### config.mk
export PLATFORM = sky130hd
export DESIGN_NAME = a429_rx_arbiter
export DESIGN_NICKNAME = d
export VERILOG_FILES = /design/src/rtl/a429_pkg.sv /design/src/rtl/rr_pick.sv /design/src/rtl/a429_rx_arbiter.sv
export SDC_FILE = /design/constraint.sdc
export NUM_CORES = 1
export LEC_CHECK = 0
export ABC_AREA = 1
export ABC_CLOCK_PERIOD_IN_PS = 33600
export CAP_MARGIN = 30
export CORE_AREA = 3 3 230 232
export DETAILED_ROUTE_END_ITERATION = 6
export DIE_AREA = 0 0 233 235
export GPL_TIMING_DRIVEN = 0
export MAX_ROUTING_LAYER = met4
export PLACE_DENSITY = 0.59
export SYNTH_ARGS = -nofsm -noshare
export SYNTH_HDL_FRONTEND = slang
export SYNTH_HIERARCHICAL = 1
export SYNTH_SLANG_ARGS = --single-unit
### constraint.sdc
create_clock -name Clk -period 33.6 [get_ports Clk]
set_clock_uncertainty 0.1 [all_clocks]
set_input_delay 6.72 -clock Clk [delete_from_list [all_inputs] [get_ports Clk]]
set_output_delay 6.72 -clock Clk [all_outputs]
set_load 0.01 [all_outputs]
### src/rtl/a429_pkg.sv
// Shared definitions for the ARINC 429 receive path: word field positions,
// arbiter FSM state encoding and the odd-parity helper.
package a429_pkg;

  localparam int WORD_W     = 32;
  localparam int LABEL_LSB  = 0;
  localparam int LABEL_MSB  = 7;
  localparam int PARITY_BIT = 31;
  localparam int NUM_LABELS = 256;

  typedef enum logic [1:0] {
    ST_IDLE  = 2'd0,
    ST_WAIT  = 2'd1,
    ST_CHECK = 2'd2,
    ST_OUT   = 2'd3
  } arb_state_e;

  // An ARINC 429 word is good when its population count, parity bit included, is odd.
  function automatic logic odd_parity_ok(input logic [WORD_W-1:0] word);
    return ^word;
  endfunction

endpackage

### src/rtl/rr_pick.sv
// Combinational round-robin picker: returns the first requester strictly after
// ptr, wrapping, so the last-served channel gets the lowest priority.
module rr_pick #(
  parameter int NUM_CH = 4,
  parameter int CHW    = $clog2(NUM_CH)
) (
  input  logic [NUM_CH-1:0] req,
  input  logic [CHW-1:0]    ptr,
  output logic [CHW-1:0]    grant_idx,
  output logic              any
);

  logic [CHW-1:0] idx;

  always_comb begin
    grant_idx = '0;
    any       = 1'b0;
    idx       = '0;
    for (int i = 1; i <= NUM_CH; i++) begin
      idx = CHW'((int'(ptr) + i) % NUM_CH);
      if (!any && req[idx]) begin
        any       = 1'b1;
        grant_idx = idx;
      end
    end
  end

endmodule

### src/rtl/a429_rx_arbiter.sv
// Round-robin drain of NUM_CH ARINC 429 receiver FIFOs into one valid/ready
// stream, with a per-label acceptance filter, odd-parity check and drop counter.
module a429_rx_arbiter
  import a429_pkg::*;
#(
  parameter int NUM_CH       = 4,
  parameter int CHW          = $clog2(NUM_CH),
  parameter bit DROP_BAD_PAR = 1'b0
) (
  input  logic                     Clk,
  input  logic                     Clr,
  input  logic [NUM_CH-1:0]        rx_empty,
  output logic [NUM_CH-1:0]        rx_rd,
  input  logic [NUM_CH*WORD_W-1:0] rx_data,
  input  logic                     cfg_we,
  input  logic [7:0]               cfg_label,
  input  logic                     cfg_en,
  output logic                     out_valid,
  input  logic                     out_ready,
  output logic [WORD_W-1:0]        out_word,
  output logic [CHW-1:0]           out_ch,
  output logic                     out_parity_err,
  output logic [15:0]              drop_cnt
);

  function automatic logic [15:0] sat_inc16(input logic [15:0] v);
    return (v == 16'hFFFF) ? v : v + 16'd1;
  endfunction

  arb_state_e             state_q, state_d;
  logic [CHW-1:0]         rr_ptr_q, rr_ptr_d;
  logic [CHW-1:0]         grant_q, grant_d;
  logic [WORD_W-1:0]      word_q, word_d;
  logic                   out_valid_q, out_valid_d;
  logic [WORD_W-1:0]      out_word_q, out_word_d;
  logic [CHW-1:0]         out_ch_q, out_ch_d;
  logic                   out_perr_q, out_perr_d;
  logic [15:0]            drop_cnt_q, drop_cnt_d;
  logic [NUM_LABELS-1:0]  label_en_q, label_en_d;

  logic [CHW-1:0]         pick_idx;
  logic                   pick_any;
  logic                   par_bad;
  logic                   keep;
  logic [WORD_W-1:0]      ch_word [NUM_CH];

  rr_pick #(
    .NUM_CH (NUM_CH),
    .CHW    (CHW)
  ) u_pick (
    .req       (~rx_empty),
    .ptr       (rr_ptr_q),
    .grant_idx (pick_idx),
    .any       (pick_any)
  );

  always_comb begin
    for (int c = 0; c < NUM_CH; c++) begin
      ch_word[c] = rx_data[c*WORD_W +: WORD_W];
    end
  end

  // The filter lookup uses the registered table, so a write landing in the
  // CHECK cycle only affects later words.
  assign par_bad = !odd_parity_ok(word_q);
  assign keep    = label_en_q[word_q[LABEL_MSB:LABEL_LSB]] && !(DROP_BAD_PAR && par_bad);

  always_comb begin
    label_en_d = label_en_q;
    if (cfg_we) begin
      label_en_d[cfg_label] = cfg_en;
    end
  end

  always_comb begin
    state_d     = state_q;
    rr_ptr_d    = rr_ptr_q;
    grant_d     = grant_q;
    word_d      = word_q;
    out_valid_d = out_valid_q;
    out_word_d  = out_word_q;
    out_ch_d    = out_ch_q;
    out_perr_d  = out_perr_q;
    drop_cnt_d  = drop_cnt_q;
    rx_rd       = '0;

    unique case (state_q)
      ST_IDLE: begin
        if (pick_any && !Clr) begin
          rx_rd[pick_idx] = 1'b1;
          grant_d         = pick_idx;
          state_d         = ST_WAIT;
        end
      end
      ST_WAIT: begin
        word_d  = ch_word[grant_q];
        state_d = ST_CHECK;
      end
      ST_CHECK: begin
        if (keep) begin
          out_word_d  = word_q;
          out_ch_d    = grant_q;
          out_perr_d  = par_bad;
          out_valid_d = 1'b1;
          state_d     = ST_OUT;
        end else begin
          drop_cnt_d = sat_inc16(drop_cnt_q);
          rr_ptr_d   = grant_q;
          state_d    = ST_IDLE;
        end
      end
      ST_OUT: begin
        if (out_ready) begin
          out_valid_d = 1'b0;
          rr_ptr_d    = grant_q;
          state_d     = ST_IDLE;
        end
      end
      default: state_d = ST_IDLE;
    endcase
  end

  always_ff @(posedge Clk or posedge Clr) begin
    if (Clr) begin
      state_q     <= ST_IDLE;
      rr_ptr_q    <= CHW'(NUM_CH - 1);
      grant_q     <= '0;
      out_valid_q <= 1'b0;
      out_word_q  <= '0;
      out_ch_q    <= '0;
      out_perr_q  <= 1'b0;
      drop_cnt_q  <= '0;
      label_en_q  <= '1;
    end else begin
      state_q     <= state_d;
      rr_ptr_q    <= rr_ptr_d;
      grant_q     <= grant_d;
      out_valid_q <= out_valid_d;
      out_word_q  <= out_word_d;
      out_ch_q    <= out_ch_d;
      out_perr_q  <= out_perr_d;
      drop_cnt_q  <= drop_cnt_d;
      label_en_q  <= label_en_d;
    end
  end

  // Word capture stage: only meaningful once the FSM has passed WAIT.
  always_ff @(posedge Clk) begin
    word_q <= word_d;
  end

  assign out_valid      = out_valid_q;
  assign out_word       = out_word_q;
  assign out_ch         = out_ch_q;
  assign out_parity_err = out_perr_q;
  assign drop_cnt       = drop_cnt_q;

endmodule

==> run summary <==
• 15.70 ns — Final Critical Period
• out_word[27]$_DFFE_PP0P_ — startpoint of the worst hold path
• 346 — sinks on the clock net
• 32 — number of unique standard cell types used by synthesis
• word_q[1]$_DFFE_PN_ — launching point of the worst reg2reg path
• 0 — gr ovfl total
• false — RSZ-0062 raised after global routing
• 26.2% — clock share of power
• 18900 — via count of the routed design
• 18800 um^2 — summed instance area of the synthesized netlist
• 29.91 ns — setup slack of the worst register-to-register path
• 41 — number of buffers created by CTS
• 5.50 — routed via count divided by cell count
• 32 — count of flip-flops with a built-in enable after synthesis
• complete, no violations — result of the run
• 0% — fraction of synthesized area in multiplexers
• 46.7% — period utilisation layout
• 36.6% — Initial Utilization
• 7.61 um^2 — Synth Area per Inst
• 130 — maximum number of pins on one net before global-route repair
• 8.88 ns — Data arrival, critical path
• 23.9% — post-synthesis simple-gate area fraction
• 2872 — total number of nets in the final design
• output pin — category of the worst setup path capture point
• 0 — remaining antenna violation count
• clkbuf_16 — root buf cell
• 14.9% — ratio of cells with drive above 1 in the final layout
• dfstp_2 — cell type contributing the most total cell area after synthesis
• 200 — count of input and output buffers
• 0.06 ns — clock transition time at the flip-flop clock pins of the worst setup and hold paths
• 27.3% — headroom to the max-slew limit
• 0 — Final Hold Fails
• 41.1% — switching power as a share of total power
• 233 um — Die W
• 1.96% — xor and xnor area share after synthesis
• 712 uW — power dissipated by switching net loads
• 0.57 ns — insertion delay to the later sink of the worst-skew pair
• 9.75 nW — static power due to leakage
• simple AND/OR/NAND/NOR gates — largest family of logic cells by synthesized area
• 2613 — Mapped Nets
• 74.7 nW/um^2 — total power divided by cell area
• 2 — Worst Hold Depth
• 0.370 ns — worst hold slack
• 0 — number of remaining DRC errors
• 3 — maximum root-to-sink buffer count
• out_word[27]$_DFFE_PP0P_ — worst hold path endpoint
• 54800 um^2 — Die Area
• 2191 — DRC marker count from the first detailed-route iteration
• 201 — I/O pin count
• 0.0637 GHz — timing-limited maximum frequency
• 32.5% — sequential fraction of design power
• 17.1% — synthesized-area fraction occupied by ao, oa, aoi and oai cells
• 0.0000371 V — worst vdd ir
• 18500 — number of global-route vias before repair
• input pin to output pin — Worst Path Class, Setup
• 17 — number of cell instances on the worst register-to-register path
• 48.7% — share of synthesized area occupied by flip-flops and latches
• 1.02 mW — internal power
• 0.0667% — area share of fa/ha/maj cells after synthesis
• out_ch[1]$_DFFE_PP0P_ — FF-to-FF End
• done — CTS tree
• 45.3% — final core utilization
• 41.2% — logic gate share of total power
• 6 — count of warnings emitted by yosys
• 89 — largest fanout on the critical path
• 83 — # rows
• 36.1% — top cell type's share of synthesized area
• flip-flop to flip-flop — worst min-delay path class
• 29.0% — overall track demand over capacity in global routing
• 90.8% — async set-or-reset flop fraction in the synthesized netlist
• 346 — register bit total from synthesis
• dfstp_2 — Most used DFF post-synth
• 0 — count of max-cap constraint violations
• 3440 — final instance count without filler cells
• 1.09 ns — worst-margin pin slew
• 117 mm — global-route wire length before repair
• 26.78 ns — required arrival time at the worst endpoint
• 0 — Setup Viol. Count Final
• 22.7 um — average wire per cell in the routed design
• 0 ns — setup tns final
• 78.2 mm — final WL
• 56.3 mm — placed wire-length estimate after detailed placement
• input pin — kind of start point of the critical path
• 2467 — cells after synthesis
• 3363 — count of placed standard cells including taps
• 0 — Post-CTS Repair Setup Buffers
• 0 — CTS-repair resized insts
• 2 — htree depth
• 235 um — height of the die
• dfstp_2 (36%), nand2_1 (12%), dfrtp_1 (7.5%), nor2_1 (6.9%), a21oi_1 (6.3%) — leading cell types by total area after synthesis
• 2 — initial antenna violation count
• 23.7% — area added between synthesis and finish
• 0 — hold bufs inserted after CTS
• 51200 um^2 — Floorplan Core Area
• 0 — final count of pins violating max slew
• 1.04 — routability congestion estimate from global placement
• 1.73 mW — Pwr Total
• 6 — Initial DRT Pass Iterations
[flip-flops by register name (all words and copies together), names as in the netlist]
signal          count
drop_cnt           16
grant_q             2
label_en_q        256
out_ch              2
out_parity_err      1
out_valid           1
out_word           32
rr_ptr_q            2
state_q             2
word_q             32
[synth_stat cells, drive strengths merged, types with 2 or more instances]
library cell,number
nand2,617
nor2,349
dfstp,258
a21oi,238
inv,203
a31oi,190
o21ai,123
clkbuf,122
nand3,111
dfrtp,56
buf,50
edfxtp,32
o22ai,32
xnor2,28
nand4,20
nor3,14
xor2,14
clkinv,5
or2,2
[worst max-delay path by stage]
| stage | slack (ns) | end | startpoint | cells after the start |
|---|---|---|---|---|
| after floorplan | 12.67 | rx_rd[2] | Clr | 5 |
| after global placement | 8.29 | rx_rd[3] | Clr | 7 |
| after detailed placement | 17.87 | rx_rd[2] | Clr | 7 |
| after CTS | 17.86 | rx_rd[2] | Clr | 7 |
| after global routing | 17.69 | rx_rd[3] | Clr | 7 |
| final | 17.90 | rx_rd[2] | Clr | 7 |
[kinds of logic (layout without fill, tap and decap cells)]
logic type	count (synthesis)	count (layout)
flip-flops	346	346
other	0	2
AO/OA/AOI/OAI	584	584
adder cells (fa/ha/maj)	1	1
AND/OR/NAND/NOR	1114	1114
XOR/XNOR	42	42
buffers and inverters	380	671
[critical path: stages]
cell and delay, ns:
clkdlybuf4s50_1 0.49, inv_8 0.45, nand3_1 0.22, inv_1 0.14, nand2_1 0.09, nor2_1 0.12, clkdlybuf4s50_1 0.57
[placed cells by master, fill, tap and decap left out, drive strengths merged]
cell type	instances
nand2	617
nor2	349
dfstp	258
a21oi	238
inv	204
clkdlybuf4s50	200
a31oi	190
clkbuf	181
o21ai	123
nand3	111
buf	66
dfrtp	56
o22ai	32
edfxtp	32
xnor2	28
nand4	20
xor2	14
clkinv	14
nor3	14
clkinvlp	4
diode	2
or2	2
bufinv	2
nand3b	1
ha	1
o21a	1
[per-stage QoR]
stage	setup WS, ns	area, um^2
2_1_floorplan	12.67	18800
4_1_cts	17.86	23200
3_5_place_dp	17.87	21800
3_3_place_gp	8.29	21600
5_1_grt	17.69	23200
6_report	17.90	23200
[power by group through the flow]
stage	clock network (mW)	logic [mW]	registers (mW)
floorplan	0	0.413	0.565
detailed placement	0	0.699	0.568
finish	0.454	0.715	0.564
CTS	0.460	0.702	0.563
global route	0.479	0.773	0.572
global placement	0	0.692	0.568
[layer usage]
layer | up-vias | global-route usage [%] | wire, um
li1 | 8659 | - | -
met1 | 9157 | 38.2 | 32300
met2 | 936 | 43.7 | 35300
met3 | 184 | 6.52 | 7430
met4 | 0 | 10.8 | 3070
met5 | - | - | 0
[layout make-up]
type | instances | area [um^2]
clock buffer | 59 | 1210
clock inverter | 16 | 144
multi-input combinational | 1741 | 8100
sequential | 346 | 9140
timing repair buffer | 216 | 2210
buffer | 172 | 764
inverter | 208 | 788
tap | 680 | 851
fill | 5136 | 28000
antenna | 2 | 5.00
No activity file was read; power rests on OpenSTA's default activity.
